`src/rtl/pkmc_sdram_defines.sv`:
```
// SDRAM command/state encodings and default timing values shared by the PKMC
// controller and its init/refresh sequencer.
package pkmc_sdram_defines;

   // {cs_n, ras_n, cas_n, we_n}
   typedef logic [3:0] sdram_cmd_t;

   localparam sdram_cmd_t CMD_INHIBIT   = 4'b1111;
   localparam sdram_cmd_t CMD_NOP       = 4'b0111;
   localparam sdram_cmd_t CMD_PRECHARGE = 4'b0010;
   localparam sdram_cmd_t CMD_AREF      = 4'b0001;
   localparam sdram_cmd_t CMD_LMR       = 4'b0000;

   typedef enum logic [3:0] {
      ST_WAIT_PWR,
      ST_PRE,
      ST_WAIT_RP,
      ST_AREF,
      ST_WAIT_RFC,
      ST_LMR,
      ST_WAIT_MRD,
      ST_READY,
      ST_REF_REQ,
      ST_REF_CMD,
      ST_REF_WAIT
   } init_state_t;

   localparam int          DEF_T_RP         = 2;
   localparam int          DEF_T_RFC        = 7;
   localparam int          DEF_T_MRD        = 2;
   localparam int          DEF_INIT_REFS    = 8;
   localparam int          DEF_REF_INTERVAL = 390;
   localparam logic [12:0] DEF_MODE_REG     = 13'h0022;

   // A10 high selects all banks for PRECHARGE
   localparam logic [12:0] ADDR_PRE_ALL = 13'h0400;

endpackage

```
`src/rtl/pkmc_sdram_initseq_if.sv`:
```
// Command-pin and refresh-handshake bundle between the init/refresh sequencer
// (master) and the main controller / pin mux (slave).
interface pkmc_sdram_initseq_if;
   import pkmc_sdram_defines::*;

   logic        init_done;
   logic        ref_gnt;
   sdram_cmd_t  cmd;
   logic [12:0] addr;
   logic [1:0]  ba;
   logic        cke;
   logic        owns_bus;
   logic        ready;
   logic        ref_req;
   logic        ref_overflow;

   modport master (
      input  init_done, ref_gnt,
      output cmd, addr, ba, cke, owns_bus, ready, ref_req, ref_overflow
   );

   modport slave (
      output init_done, ref_gnt,
      input  cmd, addr, ba, cke, owns_bus, ready, ref_req, ref_overflow
   );

endinterface

```
`src/rtl/pkmc_sdram_waitcnt.sv`:
```
// Loadable 8-bit down-counter that stops at zero; done is high while the count
// is zero. One instance times every post-command wait of the sequencer.
module pkmc_sdram_waitcnt (
   input  logic       clk,
   input  logic       rst,
   input  logic       i_load,
   input  logic [7:0] i_val,
   output logic       o_done
);

   logic [7:0] r_cnt;

   always_ff @(posedge clk or posedge rst) begin
      if (rst) begin
         r_cnt <= 8'd0;
      end else if (i_load) begin
         r_cnt <= i_val;
      end else if (r_cnt != 8'd0) begin
         r_cnt <= r_cnt - 8'd1;
      end
   end

   assign o_done = (r_cnt == 8'd0);

endmodule

```
`src/rtl/pkmc_sdram_initseq.sv`:
```
// SDRAM power-up sequencer (PRECHARGE ALL, N x AUTO REFRESH, LOAD MODE) with all
// outputs registered. Periodic refresh scheduling exists only with PKMC_SDRAM_AUTOREFRESH_EN.
module pkmc_sdram_initseq
   import pkmc_sdram_defines::*;
#(
   parameter int          T_RP         = DEF_T_RP,
   parameter int          T_RFC        = DEF_T_RFC,
   parameter int          T_MRD        = DEF_T_MRD,
   parameter int          INIT_REFS    = DEF_INIT_REFS,
   parameter int          REF_INTERVAL = DEF_REF_INTERVAL,
   parameter logic [12:0] MODE_REG     = DEF_MODE_REG
) (
   input  logic                  clk,
   input  logic                  rst,
   pkmc_sdram_initseq_if.master  bus
);

   init_state_t r_state;
   sdram_cmd_t  r_cmd;
   logic [12:0] r_addr;
   logic [1:0]  r_ba;
   logic        r_cke;
   logic        r_owns;
   logic        r_ready;
   logic        r_ref_req;
   logic [3:0]  r_refs;

   logic        w_ld;
   logic [7:0]  w_ld_val;
   logic        w_t_one;
   logic        w_wc_done;
   logic        w_expired;

   // Counter is loaded during the command cycle with T-2 so it reads zero in the
   // last wait cycle; T=1 has no wait cycle at all.
   always_comb begin
      w_ld     = 1'b0;
      w_ld_val = 8'd0;
      w_t_one  = 1'b0;
      case (r_state)
         ST_PRE: begin
            w_ld     = 1'b1;
            w_ld_val = 8'(T_RP - 2);
            w_t_one  = (T_RP == 1);
         end
         ST_AREF, ST_REF_CMD: begin
            w_ld     = 1'b1;
            w_ld_val = 8'(T_RFC - 2);
            w_t_one  = (T_RFC == 1);
         end
         ST_LMR: begin
            w_ld     = 1'b1;
            w_ld_val = 8'(T_MRD - 2);
            w_t_one  = (T_MRD == 1);
         end
         default: ;
      endcase
   end

   assign w_expired = w_ld ? w_t_one : w_wc_done;

   pkmc_sdram_waitcnt u_waitcnt (
      .clk    (clk),
      .rst    (rst),
      .i_load (w_ld),
      .i_val  (w_ld_val),
      .o_done (w_wc_done)
   );

`ifdef PKMC_SDRAM_AUTOREFRESH_EN
   localparam int IVL_W = $clog2(REF_INTERVAL);

   logic [IVL_W-1:0] r_ivl;
   logic [2:0]       r_pend;
   logic             r_ovf;
   logic             w_tick;
   logic             w_ref_dec;

   assign w_tick    = r_ready && (r_ivl == IVL_W'(REF_INTERVAL - 1));
   assign w_ref_dec = (r_state == ST_REF_CMD);

   always_ff @(posedge clk or posedge rst) begin
      if (rst) begin
         r_ivl  <= '0;
         r_pend <= 3'd0;
         r_ovf  <= 1'b0;
      end else begin
         if (w_tick) begin
            r_ivl <= '0;
         end else if (r_ready) begin
            r_ivl <= r_ivl + IVL_W'(1);
         end
         // A tick and an issued refresh in the same cycle cancel out.
         if (w_tick && !w_ref_dec) begin
            if (r_pend == 3'd7) begin
               r_ovf <= 1'b1;
            end else begin
               r_pend <= r_pend + 3'd1;
            end
         end else if (!w_tick && w_ref_dec) begin
            r_pend <= r_pend - 3'd1;
         end
      end
   end

   assign bus.ref_overflow = r_ovf;
`else
   logic w_unused_cfg;
   assign w_unused_cfg     = bus.ref_gnt | (REF_INTERVAL < 16);
   assign bus.ref_overflow = 1'b0;
`endif

   always_ff @(posedge clk or posedge rst) begin
      if (rst) begin
         r_state   <= ST_WAIT_PWR;
         r_cmd     <= CMD_INHIBIT;
         r_addr    <= 13'd0;
         r_ba      <= 2'd0;
         r_cke     <= 1'b0;
         r_owns    <= 1'b1;
         r_ready   <= 1'b0;
         r_ref_req <= 1'b0;
         r_refs    <= 4'd0;
      end else begin
         r_cmd     <= CMD_NOP;
         r_addr    <= 13'd0;
         r_ba      <= 2'd0;
         r_ref_req <= 1'b0;
         case (r_state)
            ST_WAIT_PWR: begin
               r_cmd <= CMD_INHIBIT;
               if (bus.init_done) begin
                  r_state <= ST_PRE;
                  r_cke   <= 1'b1;
                  r_cmd   <= CMD_PRECHARGE;
                  r_addr  <= ADDR_PRE_ALL;
                  r_refs  <= 4'(INIT_REFS);
               end
            end
            ST_PRE, ST_WAIT_RP: begin
               if (w_expired) begin
                  r_state <= ST_AREF;
                  r_cmd   <= CMD_AREF;
                  r_refs  <= r_refs - 4'd1;
               end else begin
                  r_state <= ST_WAIT_RP;
               end
            end
            ST_AREF, ST_WAIT_RFC: begin
               if (w_expired) begin
                  if (r_refs != 4'd0) begin
                     r_state <= ST_AREF;
                     r_cmd   <= CMD_AREF;
                     r_refs  <= r_refs - 4'd1;
                  end else begin
                     r_state <= ST_LMR;
                     r_cmd   <= CMD_LMR;
                     r_addr  <= MODE_REG;
                  end
               end else begin
                  r_state <= ST_WAIT_RFC;
               end
            end
            ST_LMR, ST_WAIT_MRD: begin
               if (w_expired) begin
                  r_state <= ST_READY;
                  r_ready <= 1'b1;
                  r_owns  <= 1'b0;
               end else begin
                  r_state <= ST_WAIT_MRD;
               end
            end
`ifdef PKMC_SDRAM_AUTOREFRESH_EN
            ST_READY: begin
               if (r_pend != 3'd0) begin
                  r_state   <= ST_REF_REQ;
                  r_ref_req <= 1'b1;
               end
            end
            ST_REF_REQ: begin
               r_ref_req <= 1'b1;
               if (bus.ref_gnt) begin
                  r_state   <= ST_REF_CMD;
                  r_cmd     <= CMD_AREF;
                  r_owns    <= 1'b1;
                  r_ref_req <= 1'b0;
               end
            end
            ST_REF_CMD, ST_REF_WAIT: begin
               if (w_expired) begin
                  r_state <= ST_READY;
                  r_owns  <= 1'b0;
               end else begin
                  r_state <= ST_REF_WAIT;
               end
            end
`else
            ST_READY: ;
`endif
            default: r_state <= ST_WAIT_PWR;
         endcase
      end
   end

   assign bus.cmd      = r_cmd;
   assign bus.addr     = r_addr;
   assign bus.ba       = r_ba;
   assign bus.cke      = r_cke;
   assign bus.owns_bus = r_owns;
   assign bus.ready    = r_ready;
   assign bus.ref_req  = r_ref_req;

endmodule

```
`src/flat_wrapper.sv`:
```
// flat-port wrapper written by rule: the top's interface ports become plain ports
module pkmc_sdram_initseq_flat import pkmc_sdram_defines::*;
#(
   parameter int          T_RP         = DEF_T_RP,
   parameter int          T_RFC        = DEF_T_RFC,
   parameter int          T_MRD        = DEF_T_MRD,
   parameter int          INIT_REFS    = DEF_INIT_REFS,
   parameter int          REF_INTERVAL = DEF_REF_INTERVAL,
   parameter logic [12:0] MODE_REG     = DEF_MODE_REG
)
  (clk, rst, bus_init_done, bus_ref_gnt, bus_cmd, bus_addr, bus_ba, bus_cke, bus_owns_bus, bus_ready, bus_ref_req, bus_ref_overflow);
  pkmc_sdram_initseq_if bus_i ();
  input  logic clk;
  input  logic rst;
  input wire logic [$bits(bus_i.init_done)-1:0] bus_init_done;
  input wire logic [$bits(bus_i.ref_gnt)-1:0] bus_ref_gnt;
  output wire logic [$bits(bus_i.cmd)-1:0] bus_cmd;
  output wire logic [$bits(bus_i.addr)-1:0] bus_addr;
  output wire logic [$bits(bus_i.ba)-1:0] bus_ba;
  output wire logic [$bits(bus_i.cke)-1:0] bus_cke;
  output wire logic [$bits(bus_i.owns_bus)-1:0] bus_owns_bus;
  output wire logic [$bits(bus_i.ready)-1:0] bus_ready;
  output wire logic [$bits(bus_i.ref_req)-1:0] bus_ref_req;
  output wire logic [$bits(bus_i.ref_overflow)-1:0] bus_ref_overflow;
  assign bus_i.init_done = bus_init_done;
  assign bus_i.ref_gnt = bus_ref_gnt;
  assign bus_cmd = bus_i.cmd;
  assign bus_addr = bus_i.addr;
  assign bus_ba = bus_i.ba;
  assign bus_cke = bus_i.cke;
  assign bus_owns_bus = bus_i.owns_bus;
  assign bus_ready = bus_i.ready;
  assign bus_ref_req = bus_i.ref_req;
  assign bus_ref_overflow = bus_i.ref_overflow;
  pkmc_sdram_initseq #(.T_RP(T_RP), .T_RFC(T_RFC), .T_MRD(T_MRD), .INIT_REFS(INIT_REFS), .REF_INTERVAL(REF_INTERVAL), .MODE_REG(MODE_REG)) u_core (.clk(clk), .rst(rst), .bus(bus_i));
endmodule
```
`config.mk`:
```
export PLATFORM = sky130hd
export DESIGN_NAME = pkmc_sdram_initseq_flat
export DESIGN_NICKNAME = d
export VERILOG_FILES = /design/src/rtl/pkmc_sdram_defines.sv /design/src/rtl/pkmc_sdram_initseq_if.sv /design/src/rtl/pkmc_sdram_waitcnt.sv /design/src/rtl/pkmc_sdram_initseq.sv /design/src/flat_wrapper.sv
export SDC_FILE = /design/constraint.sdc
export NUM_CORES = 1
export LEC_CHECK = 0
export CORE_ASPECT_RATIO = 1.25
export CORE_MARGIN = 3
export CORE_UTILIZATION = 40
export DETAILED_ROUTE_END_ITERATION = 16
export PLACE_DENSITY = 0.68
export SKIP_CTS_REPAIR_TIMING = 1
export SLEW_MARGIN = 25
export SYNTH_ARGS = -nofsm -noshare
export SYNTH_HDL_FRONTEND = slang
export SYNTH_SLANG_ARGS = --single-unit
```
`constraint.sdc`:
```
create_clock -name clk -period 3.1 [get_ports clk]
set_clock_uncertainty 0.1 [all_clocks]
set_input_delay 0.465 -clock clk [delete_from_list [all_inputs] [get_ports clk]]
set_output_delay 0.465 -clock clk [all_outputs]
set_load 0.1 [all_outputs]
```
# After elaboration in Yosys (flattened, before gate mapping)
# Cells that the tools add are included.
# word_totals
in_bits	4
romBits	0
word_cells	63
out_inout_bits	24
mem_count	0
latch_bits	0
ram_bits	0
reg_bits	36
# op_classes
div_mod_pow	0
multipliers	0
n_addsub	2
n_lt_le_gt_ge	0
shift	0
bitwise	1
eq_ne	12
reduce_logical	15
mux	25
# ops
cell	n
4-bit two-way mux	7
13-bit case mux with 2 select lines	1
4-bit case mux with 3 select lines	2
4-bit case mux with 5 select lines	1
4-bit by 3-bit equality test with 1-bit output (second input constant)	4
8-bit two-way mux	2
13-bit two-way mux	1
3-bit two-way mux	4
11-bit two-way mux	1
4-bit by 2-bit equality test with 1-bit output (second input constant)	2
8-bit zero test	1
8-bit nonzero test	1
2-bit OR reduction	4
8-bit by 1-bit subtractor with 8-bit output (second input constant)	1
6-bit two-way mux	1
2-bit by 1-bit inequality test with 1-bit output (second input constant)	3
2-bit AND reduction	3
1-bit two-way mux	5
5-bit AND reduction	1
4-bit by 1-bit equality test with 1-bit output (second input constant)	1
4-bit equality test (second input constant)	1
4-bit zero test	1
4-bit nonzero test	1
4-bit OR reduction	1
other kinds (5)	5

# Depth between registers and ports, before layout
# Gate-level depths: netlist (run 1).
# depth
ltp_word	6
mapped_depth	6
ltp_nobuf	6

# By module
# A second synthesis (run 1) with hierarchy kept.
# unflattened
hier_cells	139
area_unflattened_um2	1361.3
# by_module_without_submodules
mod	seq_area_each_um2	cells_each	area_per_inst_um2	n_inst
pkmc_sdram_initseq	406.6	83	864.6	1
pkmc_sdram_waitcnt	200.2	56	496.7	1

# Worst setup path after synthesis (run 1)
# No wires, ideal clock.
# synth_path
path_kind	register to register
from	register u_core.u_waitcnt.r_cnt[0]
to	register u_core.r_refs[1]
n_path_buf	0
t_arrival_ps	1959
required_ps	2875
synth_period_minus_slack_ps	2184
setup_ps	125
path_slack_ps	916
stages_incl_launch_ff	7
cell_sequence	dfrtp_1 -> inv_1 -> ha_1 -> or3b_2 -> o31a_1 -> a211oi_2 -> mux2_2
# synth_via
elab_chain_len	4
elab_cells_between_ends	5
cone_classes	2 x eq/ne; 1 x mux; 2 x reduce/logical
# synth_lines
item	line	text
from (decl)	pkmc_sdram_waitcnt.sv:11	logic [7:0] r_cnt;
from (signal assigned)	pkmc_sdram_waitcnt.sv:17	r_cnt <= i_val;
from (signal assigned)	pkmc_sdram_waitcnt.sv:19	r_cnt <= r_cnt - 8'd1;
8-bit zero test *	pkmc_sdram_waitcnt.sv:23	assign o_done = (r_cnt == 8'd0);
1-bit two-way mux *	pkmc_sdram_initseq.sv:60	assign w_expired = w_ld ? w_t_one : w_wc_done;
2-bit by 1-bit inequality test with 1-bit output (no line)	-	
5-bit AND reduction (no line) *	-	
to (signal assigned)	pkmc_sdram_initseq.sv:137	r_refs <= 4'(INIT_REFS);
to (signal assigned)	pkmc_sdram_initseq.sv:144	r_refs <= r_refs - 4'd1;
to (signal assigned)	pkmc_sdram_initseq.sv:154	r_refs <= r_refs - 4'd1;
to (decl)	pkmc_sdram_initseq.sv:26	logic [3:0] r_refs;
# Mark *: on every way between the ends. The rest lies on a longest branch, timed or not.
# A chain may end at the register's enable or synchronous reset.

# Worst setup path after layout (run 1)
# Same ends and word-level chain as after synthesis.

==> results_dict.tcl, run 1 <==
set metrics [dict create \
    crit_path_end_kind "flip-flop" \
    clockPowerShare_pct 40.4 \
    cts_buffers 3 \
    antenna_cells 0 \
    synthTopCellsByArea "dfrtp_1 35%, dfstp_2 9.7%, buf_4 8.3%" \
    postSynthAreaPerCell_um2 9.83 \
    status "completed" \
    area_growth_pct 10.7 \
    start_util_pct 42.1 \
    io_pins 28 \
    fmax_ghz 0.422 \
    fin_crit_sh_pct 76.5 \
    use_met2_pct 23.4 \
    path_delay_family "compound AO/OA/AOI/OAI gates" \
    grt_pass1_wl_um 4310 \
    synth_edf_count 0 \
    pwr-share-comb_pct 13.2 \
    vdd_ir_drop_max_mv 0.321 \
    mostFrequentLayoutCell "dfrtp_1" \
    dr.pass1.iters 5 \
    p_total_w 0.000677 \
    dr.first_iter.drc_count 11 \
    busiest_layer "met2" \
    fin_setup_tns_ps 0 \
    nets 158 \
    cap_violations 0 \
    power_frac_seq_pct 46.4 \
    p_int_w 0.000490 \
    clkTransAtPathRegs_ps 80 \
    hold_violations 0 \
    max_slew_margin_pct 41.5 \
    die_area_mm2 0.00413 \
    tightest_slew_ps 876 \
    ys_seq_area_share_pct 44.7 \
    vias 991 \
    place.gp.congestion 0.853 \
    power_density_mw_per_mm2 451 \
    grt_pass1_vias 1000 \
    period_needed_ps 2370 \
    synth_top_area_cell "dfrtp_1" \
    wire_per_inst_um 13.2 \
    synth_cell_types 42 \
    clock-sinks 24 \
    finalMaxSlewViolations 0 \
    final_cell_mix "19 x dfrtp_1, 14 x conb_1, 11 x nor2_1, 11 x buf_4, 8 x inv_1" \
    crit_path_cell_trace "inv_1 > ha_1 > or3b_2 > o31a_1 > a211oi_2 > mux2_2" \
    worst_slack_ps 729 \
    use_met3_pct 2.92 \
    critical_path_class "flip-flop to flip-flop" \
    grt_max_degree 25 \
    ant_nets 0 \
    dp_hpwl_um 1820 \
    overflow 0 \
    insertion_delay_ps 270 \
    clockRootBuffer "clkbuf_8" \
    rsz0062_at_grt "no" \
    antenna_found_initial 0 \
    fp.coreArea_mm2 0.00322 \
    worstSetupStartpointType "flip-flop" \
    required_ps 3160 \
    cp_slowest_cell "or3b_2" \
    power.leakage_nw 0.689 \
    cts_tree "yes" \
    cts-htree-levels 1 \
    grt_usage_pct 13.2 \
    wirelength_um 2460 \
    switching_share_pct 27.6 \
    synth_top_area_share_pct 35.1 \
    drc 0 \
    fill_cells 316 \
    crit_fanout 4 \
    ys.flop_type "dfrtp_1" \
    grtUsageMet1_pct 14.3 \
    yosys_warnings 0 \
    fp-row-count 23 \
    clk_path_buf_depth 2 \
    die_h_um 71.1 \
    critPathMaxStageDelay_ps 500 \
    cp.arrival_ps 2430 \
    cp.buffers_inverters 1 \
    syn_area_mm2 0.00136 \
    setup_viol 0 \
    ys_ff_latch 24 \
    min_path_type "flip-flop to flip-flop" \
    dp_slack_ps 763 \
    hold_ws_ps 377 \
    netSwitchingPower_w 0.000187 \
    portBuffers 12 \
    fp.dieW_um 58.1 \
    synth_async_sr_flop_share_pct 100 \
    drt-vias-per-instance 5.30 \
    drive_gt1_share_pct 18.7 \
    postSynthCellCount 138 \
]
## power by group through the flow
stage	clock (W)	sequential (W)	combinational, W
after floorplan	0	0.000325	0.0000922
after global placement	0	0.000320	0.0000891
after detailed placement	0	0.000320	0.0000894
after CTS	0.000279	0.000314	0.0000895
after global routing	0.000288	0.000314	0.0000920
final	0.000274	0.000314	0.0000892
## cells in the mapped netlist (all sizes together) (5+ instances only)
cell type,number
o21ai,5
nor2b,5
a21oi,5
dfrtp,19
buf,15
nor2,11
dfstp,5
nand2,6
nand3,5
inv,8
## state kept, by name, summed over array words and instances (netlist names)
register	count
u_core.bus.ready	1
u_core.bus.owns_bus	1
u_core.bus.cmd	4
u_core.r_refs	4
u_core.bus.cke	1
u_core.r_state	3
u_core.u_waitcnt.r_cnt	8
u_core.bus.addr	2
## final timing paths
path	startpoint	endpoint	slack, ps	cells after the start
max	u_core.u_waitcnt.r_cnt[0]$_DFFE_PP0P_	u_core.r_refs[1]$_DFFE_PP0P_	730	6
min	u_core.bus.ready$_DFFE_PP0P_	u_core.bus.ready$_DFFE_PP0P_	380	1
max reg2reg	u_core.u_waitcnt.r_cnt[0]$_DFFE_PP0P_	u_core.r_refs[1]$_DFFE_PP0P_	730	6
min reg2reg	u_core.bus.ready$_DFFE_PP0P_	u_core.bus.ready$_DFFE_PP0P_	380	1
max in group asynchronous	rst	u_core.r_state[1]$_DFFE_PP0P_	1790	2
min in group asynchronous	rst	u_core.r_state[0]$_DFFE_PP0P_	580	2
## metrics by stage
stage | area [um2] | cells | utilization [%]
finish | 1500 | 187 | 46.6
global route | 1500 | 187 | 46.6
CTS | 1500 | 187 | 46.6
detailed placement | 1430 | 183 | 44.4
global placement | 1430 | 183 | 44.4
floorplan | 1410 | 151 | -
## logic make-up (layout without fill, tap and decap cells)
logic type	after synthesis	after routing	synth area share, %
AND/OR/NAND/NOR	51	51	21.9
buffers and inverters	26	25	11.3
AO/OA/AOI/OAI	25	25	13.5
flip-flops	24	24	44.7
XOR/XNOR	5	5	3.23
adder cells (fa/ha/maj)	3	3	2.77
multiplexers	3	3	2.31
other	1	14	0.276
## layout make-up
class	count	area, um2	share of cell area (%)
Inverter	8	30.0	2.00
Timing Repair Buffer	13	103	6.83
Tap cell	37	46.3	3.08
Multi-Input combinational cell	101	644	42.9
Clock buffer	3	41.3	2.75
Sequential cell	24	607	40.4
Clock inverter	1	30.0	2.00
## layer usage
| layer | routed length, um | up-vias | part of all wire, % |
|---|---|---|---|
| li1 | - | 479 | - |
| met1 | 949 | 460 | 39 |
| met2 | 1300 | 40 | 53 |
| met3 | 140 | 12 | 5.7 |
| met4 | 76 | 0 | 3.1 |
| met5 | 0 | - | 0 |
Power figures use the tool's default switching activity.
==> inputs of run 2 (changes only) <==
clock period = 2.43 ns   (was 3.1 ns; I/O delays follow)
==> run 2 against run 1 <==
Effect of this change: worst setup slack got worse by 600 ps; sequential share of layout area decreased by 0.63 points; hold slack got worse by 46 ps; count of clock-buffer cells in the layout increased by 1; combinational power increased by 29%; register-to-register slack got worse by 600 ps; sequential power increased by 28%; clock power about the same; flip-flop and latch count unchanged; routed wire length decreased by 2.1%; non-clock buffer count increased by 5.
==> results_dict.tcl, run 2 (synthesized netlist as in run 1, its figures left out) <==
set metrics [dict create \
    status "completed" \
    io_pins 28 \
    p_int_w 0.000551 \
    max_slew_margin_pct 51.7 \
    tightest_slew_ps 719 \
    instances_no_fill 192 \
    nets 163 \
    critical_path_class "flip-flop to flip-flop" \
    die_area_mm2 0.00413 \
    wire_per_inst_um 12.6 \
    clock-sinks 24 \
    die_h_um 71.1 \
    path_delay_family "compound AO/OA/AOI/OAI gates" \
    drt-vias-per-instance 5.22 \
    insertion_delay_ps 270 \
    critPathMaxStageDelay_ps 480 \
    vias 1002 \
    crit_path_end_kind "flip-flop" \
    rsz0062_at_grt "no" \
    ant_nets 0 \
    fmax_ghz 0.434 \
    overflow 0 \
    fin_crit_sh_pct 94.8 \
    required_ps 2490 \
    crit_fanout 4 \
    drive_gt1_share_pct 21.9 \
    grt_pass1_vias 907 \
    cts_tree "yes" \
    largest_register_ff_count 8 \
    fp-row-count 23 \
    crit_path_cell_trace "inv_1 > ha_2 > or3b_2 > o31a_1 > a211oi_2 > mux2_2" \
    clk_path_buf_depth 2 \
    wirelength_um 2410 \
    place.gp.congestion 0.865 \
    dr.first_iter.drc_count 22 \
    cap_violations 0 \
    switching_share_pct 30.2 \
    dr.pass1.iters 4 \
    vdd_ir_drop_max_mv 0.275 \
    grt_pass1_wl_um 4080 \
    setup_viol 0 \
    antenna_cells 0 \
    mostFrequentLayoutCell "dfrtp_1" \
    area_growth_pct 12.5 \
    start_util_pct 42.1 \
    hold_violations 0 \
    antenna_found_initial 0 \
    reg2reg_to "u_core.r_refs[1]$_DFFE_PP0P_" \
    cts_buffers 3 \
    cts-htree-levels 1 \
    max_flop_register "u_core.u_waitcnt.r_cnt" \
    cp-startpoint "u_core.u_waitcnt.r_cnt[0]$_DFFE_PP0P_" \
    drc 0 \
    power_density_mw_per_mm2 517 \
    netSwitchingPower_w 0.000238 \
    placedCellCount 187 \
    cp_slowest_cell "or3b_2" \
    ff2ff_setup_slack_ps 130 \
    worstSetupStartpointType "flip-flop" \
    power.leakage_nw 0.705 \
    min_path_type "primary input to asynchronous set/reset pin" \
    dp_hpwl_um 1810 \
    r2r_start "u_core.u_waitcnt.r_cnt[0]$_DFFE_PP0P_" \
    final_cell_mix "19 x dfrtp_1, 16 x buf_4, 14 x conb_1, 11 x nor2_1, 8 x inv_1" \
    cp.buffers_inverters 1 \
    finalMaxSlewViolations 0 \
    fin_setup_tns_ps 0 \
    portBuffers 12 \
    worstRegToRegCells 6 \
    cp.arrival_ps 2370 \
    pwr-share-comb_pct 14.6 \
    power_frac_seq_pct 50.8 \
    clkTransAtPathRegs_ps 90 \
    grt_usage_pct 12.7 \
    grt_max_degree 25 \
    clockRootBuffer "clkbuf_8" \
    crit_end "u_core.r_refs[1]$_DFFE_PP0P_" \
    fp.dieW_um 58.1 \
    clockPowerShare_pct 34.6 \
    fill_cells 311 \
    fp.coreArea_mm2 0.00322 \
    hold_ws_ps 331 \
    period_needed_ps 2300 \
    cp.depth 6 \
]
run 2: worst register-to-register path: cells and delay by family (launching register included):
family	cells	cell delay, ps
compound gates	2	590
buf+inv	1	70
flops	1	400
simple gates	1	480
fa+ha+maj	1	200
mux	1	360
run 2: through the flow:
step | area [um2] | power, W | util (%) | worst slack (ps)
2_1_floorplan | 1410 | 0.000532 | - | 246
3_3_place_gp | 1460 | 0.000523 | 45.3 | 153
3_5_place_dp | 1460 | 0.000523 | 45.3 | 111
4_1_cts | 1520 | 0.000799 | 47.0 | 95.7
5_1_grt | 1530 | 0.000816 | 47.3 | 13.1
6_report | 1530 | 0.000789 | 47.3 | 127
run 2: how the worst min path moves through the flow:
stage / slack (ps) / to / depth (start not counted) / startpoint
global route: 380 / u_core.bus.addr[10]$_DFF_PP0_ / 3 / rst
floorplan: 280 / u_core.bus.addr[10]$_DFF_PP0_ / 1 / rst
finish: 330 / u_core.bus.addr[5]$_DFF_PP0_ / 3 / rst
detailed placement: 360 / u_core.bus.ready$_DFFE_PP0P_ / 1 / u_core.bus.ready$_DFFE_PP0P_
CTS: 340 / u_core.bus.addr[5]$_DFF_PP0_ / 3 / rst
global placement: 360 / u_core.bus.ready$_DFFE_PP0P_ / 1 / u_core.bus.ready$_DFFE_PP0P_
run 2: per-layer routing:
| metal | global-route usage, % | part of all wire, % | up-vias |
|---|---|---|---|
| met2 | 20.2 | 49 | 23 |
| met4 | 7.47 | 2.2 | 0 |
| met3 | 2.19 | 4.4 | 5 |
| met5 | 0 | 0 | - |
| met1 | 16.0 | 44 | 485 |
| li1 | - | - | 489 |
run 2: power groups by stage:
stage	Combinational, W	Sequential [W]	Clock (W)
2_1_floorplan	0.000118	0.000415	0
3_3_place_gp	0.000115	0.000408	0
3_5_place_dp	0.000115	0.000408	0
4_1_cts	0.000115	0.000401	0.000283
5_1_grt	0.000119	0.000401	0.000297
6_report	0.000115	0.000401	0.000273
run 2: final cells by class:
| class | count | area (um2) | share of cell area (%) |
|---|---|---|---|
| flip-flops and latches | 24 | 607 | 39.8 |
| well taps | 37 | 46.3 | 3.04 |
| clock buffers | 4 | 55.1 | 3.61 |
| repair buffers | 18 | 140 | 9.19 |
| inverters | 8 | 30.0 | 1.97 |
| multi-input cells | 101 | 647 | 42.4 |
